## config.mk

```make
export PLATFORM = sky130hd
export DESIGN_NAME = ipif_table_responder
export DESIGN_NICKNAME = d
export VERILOG_FILES = /design/src/rtl/ipif_table_responder_pkg.sv /design/src/rtl/ipif_table_responder_table_dpram.sv /design/src/rtl/ipif_table_responder.sv
export SDC_FILE = /design/constraint.sdc
export NUM_CORES = 1
export LEC_CHECK = 0
export BUFFER_PORTS_ARGS = -buffer_cell sky130_fd_sc_hd__buf_2
export CORE_ASPECT_RATIO = 0.9
export CORE_UTILIZATION = 52
export CTS_CLUSTER_SIZE = 10
export DETAILED_ROUTE_END_ITERATION = 10
export GPL_ROUTABILITY_DRIVEN = 0
export PLACE_DENSITY = 0.73
export SLEW_MARGIN = 10
export SYNTH_ARGS = -nofsm -noshare
export SYNTH_HDL_FRONTEND = slang
export SYNTH_HIERARCHICAL = 1
export SYNTH_SLANG_ARGS = --single-unit
```

## constraint.sdc

```tcl
create_clock -name Bus2IP_Clk -period 11.68 [get_ports Bus2IP_Clk]
set_clock_uncertainty 0.2 [all_clocks]
set_input_delay 1.168 -clock Bus2IP_Clk [delete_from_list [all_inputs] [get_ports Bus2IP_Clk]]
set_output_delay 1.168 -clock Bus2IP_Clk [all_outputs]
set_load 0.005 [all_outputs]
```

## src/rtl/ipif_table_responder_pkg.sv

```systemverilog
// Shared definitions for the register-to-table responder: width helpers and FSM encoding.
// Pure declarations; no logic, latency or backpressure of its own.
package ipif_table_responder_pkg;

    // Address width for a table of n rows; never narrower than one bit.
    function automatic int clog2_min1(input int n);
        int r;
        r = 0;
        while ((1 << r) < n) begin
            r = r + 1;
        end
        return (r < 1) ? 1 : r;
    endfunction

    function automatic int row_width(input int cell_w, input int cols);
        return cell_w * cols;
    endfunction

    typedef enum logic [2:0] {
        ST_IDLE      = 3'd0,
        ST_WR_ACK    = 3'd1,
        ST_RD_ISSUED = 3'd2,
        ST_RD_ACK    = 3'd3,
        ST_HOLDOFF   = 3'd4
    } state_t;

endpackage

```

## src/rtl/ipif_table_responder_table_dpram.sv

```systemverilog
// Simple dual-port RAM: write port A, registered read port B, read-first, contents never reset.
// Read data appears one cycle after re_i; no backpressure.
module table_dpram #(
    parameter int W     = 128,
    parameter int DEPTH = 4,
    parameter int AW    = 2
) (
    input  logic          clk_i,
    input  logic          we_i,
    input  logic [AW-1:0] waddr_i,
    input  logic [W-1:0]  wdata_i,
    input  logic          re_i,
    input  logic [AW-1:0] raddr_i,
    output logic [W-1:0]  rdata_o
);

    logic [W-1:0] mem_q [DEPTH];
    logic [W-1:0] rdata_q;

    // Non-blocking read alongside the write gives old data on a same-row collision.
    always_ff @(posedge clk_i) begin
        if (we_i) begin
            mem_q[waddr_i] <= wdata_i;
        end
        if (re_i) begin
            rdata_q <= mem_q[raddr_i];
        end
    end

    assign rdata_o = rdata_q;

endmodule

```

## src/rtl/ipif_table_responder.sv

```systemverilog
// Table owner for register row read/write requests (wr ack +1, rd ack +2 plus lookup stalls)
// and a fixed 2-cycle full-rate datapath lookup port that always wins the shared read port.
module ipif_table_responder
    import ipif_table_responder_pkg::*;
#(
    parameter int  C_S_AXI_DATA_WIDTH = 32,
    parameter int  TBL_NUM_COLS       = 4,
    parameter int  TBL_NUM_ROWS       = 4,
    localparam int W                  = row_width(C_S_AXI_DATA_WIDTH, TBL_NUM_COLS),
    localparam int AW                 = clog2_min1(TBL_NUM_ROWS)
) (
    input  logic          Bus2IP_Clk,
    input  logic          Bus2IP_Reset,
    input  logic          tbl_rd_req,
    output logic          tbl_rd_ack,
    input  logic [AW-1:0] tbl_rd_addr,
    output logic [W-1:0]  tbl_rd_data,
    input  logic          tbl_wr_req,
    output logic          tbl_wr_ack,
    input  logic [AW-1:0] tbl_wr_addr,
    input  logic [W-1:0]  tbl_wr_data,
    input  logic          lkup_req,
    input  logic [AW-1:0] lkup_addr,
    output logic          lkup_valid,
    output logic [W-1:0]  lkup_data
);

    localparam logic [AW:0] ROWS_L = (AW + 1)'(TBL_NUM_ROWS);

    function automatic logic in_range(input logic [AW-1:0] a);
        return ({1'b0, a} < ROWS_L);
    endfunction

    state_t         state_q;
    logic           rd_ack_q;
    logic           wr_ack_q;
    logic           rd_oor_q;
    logic [W-1:0]   rd_data_q;
    logic           lk_s1_q;
    logic           lk_oor_s1_q;
    logic           lkup_valid_q;
    logic [W-1:0]   lkup_data_q;

    logic           idle;
    logic           ram_we;
    logic           ram_re;
    logic [AW-1:0]  ram_raddr;
    logic [W-1:0]   ram_rdata;

    assign idle      = (state_q == ST_IDLE);
    assign ram_we    = idle & tbl_wr_req & in_range(tbl_wr_addr);
    assign ram_re    = lkup_req | (idle & tbl_rd_req & ~tbl_wr_req);
    assign ram_raddr = lkup_req ? lkup_addr : tbl_rd_addr;

    table_dpram #(
        .W     (W),
        .DEPTH (TBL_NUM_ROWS),
        .AW    (AW)
    ) u_ram (
        .clk_i   (Bus2IP_Clk),
        .we_i    (ram_we),
        .waddr_i (tbl_wr_addr),
        .wdata_i (tbl_wr_data),
        .re_i    (ram_re),
        .raddr_i (ram_raddr),
        .rdata_o (ram_rdata)
    );

    always_ff @(posedge Bus2IP_Clk or posedge Bus2IP_Reset) begin
        if (Bus2IP_Reset) begin
            state_q   <= ST_IDLE;
            rd_ack_q  <= 1'b0;
            wr_ack_q  <= 1'b0;
            rd_oor_q  <= 1'b0;
            rd_data_q <= '0;
        end else begin
            rd_ack_q <= 1'b0;
            wr_ack_q <= 1'b0;
            case (state_q)
                ST_IDLE: begin
                    if (tbl_wr_req) begin
                        wr_ack_q <= 1'b1;
                        state_q  <= ST_WR_ACK;
                    end else if (tbl_rd_req && !lkup_req) begin
                        rd_oor_q <= ~in_range(tbl_rd_addr);
                        state_q  <= ST_RD_ISSUED;
                    end
                end
                ST_WR_ACK: state_q <= ST_HOLDOFF;
                ST_RD_ISSUED: begin
                    rd_data_q <= rd_oor_q ? '0 : ram_rdata;
                    rd_ack_q  <= 1'b1;
                    state_q   <= ST_RD_ACK;
                end
                ST_RD_ACK: state_q <= ST_HOLDOFF;
                // Wait for the requester to drop req so a late release cannot trigger a second ack.
                ST_HOLDOFF: begin
                    if (!tbl_rd_req && !tbl_wr_req) begin
                        state_q <= ST_IDLE;
                    end
                end
                default: state_q <= ST_IDLE;
            endcase
        end
    end

    always_ff @(posedge Bus2IP_Clk or posedge Bus2IP_Reset) begin
        if (Bus2IP_Reset) begin
            lk_s1_q      <= 1'b0;
            lk_oor_s1_q  <= 1'b0;
            lkup_valid_q <= 1'b0;
            lkup_data_q  <= '0;
        end else begin
            lk_s1_q      <= lkup_req;
            lk_oor_s1_q  <= ~in_range(lkup_addr);
            lkup_valid_q <= lk_s1_q;
            if (lk_s1_q) begin
                lkup_data_q <= lk_oor_s1_q ? '0 : ram_rdata;
            end
        end
    end

    assign tbl_rd_ack  = rd_ack_q;
    assign tbl_wr_ack  = wr_ack_q;
    assign tbl_rd_data = rd_data_q;
    assign lkup_valid  = lkup_valid_q;
    assign lkup_data   = lkup_data_q;

endmodule
```

==> results by stage, run 1 <==
Logic synthesis:
- Synthesis produced a netlist with a net count of 1501.
- The average instance in the mapped netlist occupies 23.7 sq um.
- By instance count, the leading cell after synthesis is sky130_fd_sc_hd__edfxtp_1.
- The post-synthesis sequential element count is 903.
- Synthesis produced a netlist whose cell count is 1362.
- In the synthesized netlist, the cells that appear most often are 640 x sky130_fd_sc_hd__edfxtp_1, 263 x sky130_fd_sc_hd__dfrtp_1, 258 x sky130_fd_sc_hd__mux2_2, 128 x sky130_fd_sc_hd__mux4_2, 27 x sky130_fd_sc_hd__buf_2.
- The number of library cell types mapped by synthesis is 20.
- In the post-synthesis netlist, the biggest area contributors are sky130_fd_sc_hd__edfxtp_1 60%, sky130_fd_sc_hd__dfrtp_1 20%, sky130_fd_sc_hd__mux2_2 9.0%.
- The dominant synthesized flop cell is sky130_fd_sc_hd__edfxtp_1.
- The share of the Yosys chip area taken by registers is 0.800.
- Of all cell types, the one taking the most synthesized area is sky130_fd_sc_hd__edfxtp_1.
- The Yosys step of the flow raised 6 warnings.
- The share of synthesized area in the top cell type comes to 0.596.
- Yosys mapped a number of flops with a built-in enable equal to 640.
- The synthesized netlist occupies a cell area of 32200 sq um.
- In the synthesized netlist the async set-or-reset flop fraction comes to 0.291.

Worst setup path:
- The critical path startpoint category is a primary input.
- The worst flop-to-flop path startpoint is state_q[0].
- The worst register-to-register path ends at u_ram/mem_q[1][44].
- The depth of the worst register-to-register path is 4.
- The worst path arrival time is 4.10 ns.
- At the worst endpoint, the required time is 11.72 ns.
- Of all nets on the critical path, the largest fanout is 68.
- The worst setup path is of the primary input to flop kind.
- Setup slack on the worst reg-to-reg path comes out at 7.73 ns.
- STA classifies the critical path endpoint as a flop.

Cells and area:
- The share of cells above drive strength 1 is 0.482.
- The filler cell count in the final layout is 4180.
- The count of cells in the finished layout, fillers not included, comes to 2718.
- The final-stage net count is 1961.
- The area overhead of the layout relative to synthesis is 17.7%.

Place:
- The count of buffers added on input and output ports is 397.
- Summed over all nets, the half-perimeter wirelength after detailed placement is 38900 microns.
- The number of cells after detailed placement is 2511.
- Prior to clock tree synthesis, the placed netlist has a worst setup slack of 7.02 ns.

Outcome:
- The flow ran to the end, and the final reports show no timing, DRC or antenna violations.

Min path:
- The tightest min-delay check is of the flop to flop type.
- The worst hold path begins at lkup_data[123].
- The end point of the worst hold path is lkup_data[123].
- The number of cells on the worst hold path is 1.

Global routing:
- The overall global routing resource usage is 0.207.
- The via count of the first global-routing pass is 15700.
- The number of antenna violations at the first check in global routing is 30.
- The total overflow left after global routing is 0.
- The first global-routing pass estimated 96900 microns of wire.
- Entering global routing, the biggest net connects 150 pins.

CTS:
- The maximum level of the CTS H-tree is 3.
- The tree is rooted in a sky130_fd_sc_hd__clkbuf_16.
- The maximum root-to-sink buffer count is 3.
- For this design, the sink count on the clock tree is 903.
- The number of gates resized after CTS is 0.
- Clock latency on the worst-skew pair, taken at its later pin, is 0.63 ns.
- The clock tree from TritonCTS is yes.
- The clock buffer count from CTS is 101.
- In this run, post-CTS hold repair placed 0 buffers.
- Clock-pin slew was measured on the worst setup and hold paths at 0.05 ns.
- Post-CTS timing repair inserted 0 buffers for setup.

Floorplan:
- The number of core rows is 86.
- In this run the standard cell core region covers 61200 sq um.
- For this configuration, the core starts out at a cell density of 0.527.
- The vertical die dimension is 238 microns.
- The top-level I/O count is 398.
- The floorplan step set the die width to 264 microns.
- The die covers 63000 sq um.

Timing:
- The final worst setup slack is 7.62 ns.
- The upper clock frequency limit is 0.246 GHz.
- Setup repair after global routing left no endpoint under its margin.
- The number of endpoints with negative hold slack in the final report came to 0.
- The worst slew margin relative to its limit is 0.244.
- The clock period minus final worst setup slack is 4.06 ns.
- The part of the cycle the worst path needs is 0.348.
- The worst hold slack after final layout is 0.297 ns.
- The count of final max-slew check failures came to 0.
- The accumulated negative setup slack is 0 ns.
- At the pin with the least slew margin, the transition time is 1.13 ns.
- The number of failing setup endpoints in the final timing report is 0.

Drt:
- The post-detailed-route count of antenna-violating nets is 0.
- Summed over all layers, the routed wires come to 64600 microns.
- The pre-antenna-repair detailed-routing pass consisted of 4 iterations.
- The average wire length per cell after detail routing is 23.8 microns.
- The number of vias per cell is 5.46.
- The routed via count is 14800.
- The starting DRC count in detailed routing is 1103.
- The DRC violation count after routing is 0.

Pwr:
- Power spread over the standard cell area amounts to 216 nW/um^2.
- VDD sags by at most 130 uV.
- The leakage power summed over all cells is 0.0140 uW.
- The completed layout was analyzed and its total power is 8200 uW.

Run:
- The reported max-cap violation count is 0.
## critical path: stages
cell	delay, ns
sky130_fd_sc_hd__buf_2	0.11
sky130_fd_sc_hd__nor4b_1	0.71
sky130_fd_sc_hd__and3b_4	0.29
sky130_fd_sc_hd__buf_4	0.68
sky130_fd_sc_hd__buf_4	0.88
## logic make-up after synthesis
logic type             after synthesis  share of synthesized area
AO/OA/AOI/OAI                        3                   0.000699
buffers and inverters               58                     0.0168
flip-flops                         903                      0.800
multiplexers                       386                      0.180
AND/OR/NAND/NOR                     12                    0.00283
## worst max-delay path by stage
stage | from | end | slack [ns] | cells after the start
6_report | tbl_wr_req | u_ram/mem_q[1][44] | 7.62 | 5
5_1_grt | tbl_wr_req | u_ram/mem_q[1][126] | 7.43 | 5
4_1_cts | tbl_wr_req | u_ram/mem_q[1][126] | 7.71 | 5
3_5_place_dp | tbl_wr_req | u_ram/mem_q[1][126] | 7.02 | 5
3_3_place_gp | tbl_wr_req | u_ram/mem_q[1][24] | 7.09 | 5
2_1_floorplan | Bus2IP_Reset | lk_s1_q | 3.07 | 1
## through the flow
step                      utilization  instance area, sq um
final                           0.620                 37900
after global routing            0.619                 37900
after CTS                       0.619                 37900
after detailed placement        0.570                 34900
after global placement          0.570                 34900
after floorplan                     -                 32200
## cell usage in the layout, fill, tap and decap left out, drive strengths merged, types with 2 or more instances in the layout
cell type and count:
edfxtp 640, buf 413, dfrtp 263, mux2 258
clkbuf 183, mux4 128, diode 20, inv 5
nor2 3, nor3b 3, and3b 2
## state kept, by name (all words and copies together) (netlist names)
| register | count |
|---|---|
| tbl_rd_ack | 1 |
| lkup_valid | 1 |
| lk_s1_q | 1 |
| tbl_wr_ack | 1 |
| lkup_data | 128 |
| state_q | 3 |
| u_ram/rdata_o | 128 |
| tbl_rd_data | 128 |
| u_ram/mem_q | 512 |
## power breakdown
group | total [uW] | internal [uW] | switching [uW]
registers | 4250 | 4000 | 252
logic | 1100 | 597 | 506
clock network | 2840 | 1680 | 1160
## layer usage
metal  vias to the layer above  wire length (microns)  GRT usage
met5                         -                    171          0
met1                      7793                  25500      0.267
met2                       429                  33200      0.344
met3                       142                   3710     0.0489
met4                        24                   1960     0.0826
li1                       6447                      -          -
## cell type report
class	instances	area (sq um)	area share
timing repair buffer	413	2130	0.0562
antenna	20	50.0	0.00132
sequential	903	25800	0.680
clock inverter	4	53.8	0.00142
inverter	2	15.0	0.000396
tap	792	991	0.0261
multi-input combinational	401	5960	0.157
clock buffer	183	2930	0.0772
No activity file was read; power rests on OpenSTA's default activity.
==> inputs of run 2 (changes only) <==
- ABC_AREA: default -> 1
- CORE_UTILIZATION: 52 -> 58
- PLACE_DENSITY: 0.73 -> 0.77
- clock period: 11.68 -> 4.13 ns (I/O delays scaled with it)
==> run 2 against run 1 <==
- register-to-register slack worse by 7.0 ns
- largest cell class unchanged
- sequential power rose to 2.8 times the previous value
- worst hold slack lost 0.26 ns
- critical path type is now flop to flop
- flip-flop and latch count stayed put
==> results by stage, run 2 <==
Outcome:
- Run status: finished, final reports clean (unchanged).

Floorplan:
- The core box area is 60000 sq um (was 61200 sq um).
- The number of core rows came to 85 (was 86).
- The vertical die dimension is 236 microns (was 238 microns).
- The starting density of the core is 0.589 (was 0.527).
- The area of the die is 61900 sq um (was 63000 sq um).
- The top-level I/O count came to 398 (unchanged).
- The die boundary width is 262 microns (was 264 microns).

Logic synthesis:
- The count of warnings emitted by yosys is 6 (unchanged).
- The mux contribution to synthesized area came to 0.0332 (was 0.180).
- The mean instance size in the synthesized netlist came to 11.7 sq um (was 23.7 sq um).
- The post-synthesis net count is 3152 (was 1501).
- The dominant cell type by area after synthesis is sky130_fd_sc_hd__edfxtp_1 (unchanged).
- Most common library cells after synthesis: 987 x sky130_fd_sc_hd__nand2_1, 640 x sky130_fd_sc_hd__edfxtp_1, 544 x sky130_fd_sc_hd__inv_1, 263 x sky130_fd_sc_hd__dfrtp_1, 257 x sky130_fd_sc_hd__nand3_1 (was 640 x sky130_fd_sc_hd__edfxtp_1, 263 x sky130_fd_sc_hd__dfrtp_1, 258 x sky130_fd_sc_hd__mux2_2, 128 x sky130_fd_sc_hd__mux4_2, 27 x sky130_fd_sc_hd__buf_2).
- The compound-gate portion of the synthesized area is 0.00708 (was 0.000698).
- The dominant synthesized flop cell is sky130_fd_sc_hd__edfxtp_1 (unchanged).
- The share of Yosys cell area claimed by the top area cell type was 0.544 (was 0.596).
- The post-synthesis simple-gate area fraction is 0.146 (was 0.00283).
- The xor/xnor share of the synthesized area is 0 (unchanged).
- The sequential cell area fraction in the yosys report is 0.730 (was 0.800).
- The arithmetic-cell share of the synthesized area counting full adders, half adders and majority gates is 0 (unchanged).
- The number of enable flip-flop cells after synthesis came to 640 (unchanged).
- The proportion of synthesized flip-flops having asynchronous set or reset is 0.291 (unchanged).
- Leading cell types by total area after synthesis: sky130_fd_sc_hd__edfxtp_1 54%, sky130_fd_sc_hd__dfrtp_1 19%, sky130_fd_sc_hd__nand2_1 10% (was sky130_fd_sc_hd__edfxtp_1 60%, sky130_fd_sc_hd__dfrtp_1 20%, sky130_fd_sc_hd__mux2_2 9.0%).
- The post-synthesis sequential element count was 903 (unchanged).
- The cell count after synthesis is 3013 (was 1362).
- The netlist area before placement was 35300 sq um (was 32200 sq um).
- The most common cell in the synthesized netlist is sky130_fd_sc_hd__nand2_1 (was sky130_fd_sc_hd__edfxtp_1).
- The main combinational cell family by area after synthesis was simple AND/OR/NAND/NOR gates (was multiplexers).
- The number of library cell types mapped by synthesis came to 20 (unchanged).

Drt:
- The starting DRC count in detailed routing is 1666 (was 1103).
- The number of optimization iterations in the first detailed-route pass was 5 (was 4).
- The average wire length per cell after detail routing was 17.7 microns (was 23.8 microns).
- The routed via count is 22700 (was 14800).
- The DRC violation count after routing came to 0 (unchanged).
- The number of vias per cell was 5.12 (was 5.46).
- The post-detailed-route count of antenna-violating nets is 0 (unchanged).
- The total wirelength of the detailed-routed design is 78600 microns (was 64600 microns).

Pwr:
- The proportion of power drawn by the clock network was 0.344 (was 0.347).
- The design internal power is 17400 uW (was 6270 uW).
- The leakage power summed over all cells is 0.0196 uW (was 0.0140 uW).
- The total power density per cell area came to 558 nW/um^2 (was 216 nW/um^2).
- The peak supply drop came to 404 uV (was 130 uV).
- The portion of total power attributed to combinational logic is 0.155 (was 0.135).
- The fraction of power spent switching nets is 0.267 (was 0.235).
- The total power draw is 23700 uW (was 8200 uW).
- The switching power summed over all nets came to 6320 uW (was 1920 uW).
- The sequential share of power is 0.501 (was 0.519).

Worst setup path:
- The start-to-end type of the worst setup path is flop to flop (was primary input to flop).
- The category of the worst setup path capture point is a flop (unchanged).
- The worst path arrival time came to 3.79 ns (was 4.10 ns).
- The maximum fanout along the worst path was 58 (was 68).
- The critical path startpoint category is a flop (was primary input).
- The depth of the worst register-to-register path is 7 (was 4).
- The worst flop-to-flop path startpoint is state_q[2] (was state_q[0]).
- The required time reported for the critical path endpoint is 4.50 ns (was 11.72 ns).
- The internal reg-to-reg setup slack is 0.72 ns (was 7.73 ns).
- The reg-to-reg endpoint is state_q[1] (was u_ram/mem_q[1][44]).

Cells and area:
- The final-stage net count is 3697 (was 1961).
- The area overhead of the layout relative to synthesis is 20.2% (was 17.7%).
- The number of flip-flops under the largest register name was 512 (unchanged).
- The filler-free cell count of the finished design is 4442 (was 2718).
- The largest register by flop count is u_ram/mem_q (unchanged).
- The total non-filler cell area in the finished layout is 42500 sq um (was 37900 sq um).
- The share of the core filled with cells in the final layout was 0.708 (was 0.620).
- Commonest non-fill, non-tap cells in the layout: 984 x sky130_fd_sc_hd__nand2_1, 640 x sky130_fd_sc_hd__edfxtp_1, 541 x sky130_fd_sc_hd__inv_1 (was 640 x sky130_fd_sc_hd__edfxtp_1, 397 x sky130_fd_sc_hd__buf_2, 262 x sky130_fd_sc_hd__dfrtp_1).
- The most common cell after layout, fill and taps aside is sky130_fd_sc_hd__nand2_1 (was sky130_fd_sc_hd__edfxtp_1).
- The share of cells above drive strength 1 came to 0.184 (was 0.482).

Min path:
- The end point of the worst hold path is u_ram/mem_q[0][59] (was lkup_data[123]).
- The path category of the worst min-delay check is primary input to flop (was flop to flop).
- The worst hold path startpoint is tbl_wr_addr[0] (was lkup_data[123]).
- The number of cells on the worst hold path was 2 (was 1).

CTS:
- The maximum root-to-sink buffer count is 3 (unchanged).
- The clock buffer count from CTS is 101 (unchanged).
- The number of gates resized after CTS was 0 (unchanged).
- The post-CTS clock slew at the launch and capture registers of the worst setup and hold paths is 0.06 ns (was 0.05 ns).
- The clock latency of the later-clocked register in the worst-skew pair is 0.64 ns (was 0.63 ns).
- The buffer type at the clock tree root is sky130_fd_sc_hd__clkbuf_16 (unchanged).
- The count of clock tree sinks is 903 (unchanged).
- The clock tree from TritonCTS is yes (unchanged).
- The maximum level of the CTS H-tree is 3 (unchanged).

Global routing:
- The via count of the first global-routing pass is 23100 (was 15700).
- The overall global routing resource usage is 0.258 (was 0.207).
- The number of antenna violations at the first check in global routing is 16 (was 30).
- The wire length of the first global-routing pass is 123000 microns (was 96900 microns).
- The largest net degree at the start of global routing is 129 (was 150).
- The total global routing overflow was 0 (unchanged).

Timing:
- The slew at the pin closest to its max-slew limit came to 1.11 ns (was 1.13 ns).
- Setup repair after global routing missed its margin: false (unchanged).
- The count of final max-slew check failures is 0 (unchanged).
- The upper clock frequency limit is 0.293 GHz.
- The clock period minus final worst setup slack is 3.41 ns.
- The accumulated negative setup slack was 0 ns (unchanged).
- Of the available clock period, the critical path in the final layout requires 0.827.
- The worst slew margin relative to its limit is 0.255 (was 0.244).
- The number of failing setup endpoints in the final timing report was 0 (unchanged).
- The number of endpoints with negative hold slack in the final report is 0 (unchanged).

Place:
- The quantity of I/O buffers inserted on ports is 397 (unchanged).
- The total cell area at the placement stage came to 38100 sq um (was 34900 sq um).
- The number of cells after detailed placement was 4105 (was 2511).
- The total half-perimeter wirelength after legalization and detailed placement is 43900 microns (was 38900 microns).

Run:
- The reported max-cap violation count came to 0 (unchanged).
## run 2: how the worst max path moves through the flow
stage,from,to
global route,state_q[0],state_q[1]
global placement,lkup_req,u_ram/rdata_o[93]
floorplan,state_q[1],u_ram/mem_q[1][0]
finish,state_q[2],state_q[1]
detailed placement,lkup_req,u_ram/rdata_o[102]
CTS,state_q[2],state_q[1]
## run 2: stage by stage
step | hold slack, ns | setup WS [ns]
after floorplan | 0.149 | -2.32
after global placement | 0.247 | 1.33
after detailed placement | 0.253 | 1.19
after CTS | 0.00550 | 0.888
after global routing | 0.0261 | 0.552
final | 0.0340 | 0.715
## run 2: routing by layer
layer  GRT usage  vias up  share of wire
li1            -    10700              -
met1       0.329    11100           0.41
met2       0.442      746           0.51
met3      0.0488      147          0.061
met4      0.0857       10          0.024
met5           0        -        0.00065
## run 2: final cells by class
cell class / count / area [sq um]
Fill cell: 3868 / 17500
Antenna cell: 13 / 32.5
Inverter: 547 / 2070
Timing Repair Buffer: 571 / 3910
Multi-Input combinational cell: 1434 / 6650
Clock inverter: 7 / 109
Sequential cell: 903 / 25800
Clock buffer: 184 / 2890
Tap cell: 783 / 980
## run 2: power groups by stage
stage,clock [uW],combinational (uW),sequential [uW]
finish,8150,3670,11900
global route,8670,4090,12000
CTS,8260,3670,11800
detailed placement,0,3510,12000
global placement,0,3390,12000
floorplan,0,1860,12000
## run 2: logic make-up after synthesis
family,count (synthesis)
AND/OR/NAND/NOR,1280
flip-flops,903
buffers and inverters,676
multiplexers,104
AO/OA/AOI/OAI,50
## run 2: what timing repair did
action / 4_1_cts / 5_1_grt
hold buffers: 133 / 0
buffers inserted: 0 / 0
hold endpoints to repair: 552 / 0
## run 2: critical path, stage by stage, from the launching register on
cell                            delay, ns
sky130_fd_sc_hd__dfrtp_1             0.42
sky130_fd_sc_hd__inv_2               0.11
sky130_fd_sc_hd__nand3_4             0.56
sky130_fd_sc_hd__inv_4               0.80
sky130_fd_sc_hd__buf_12              0.36
sky130_fd_sc_hd__nor2_1              0.09
sky130_fd_sc_hd__nor2_1              0.13
sky130_fd_sc_hd__dlygate4sd3_1       0.58
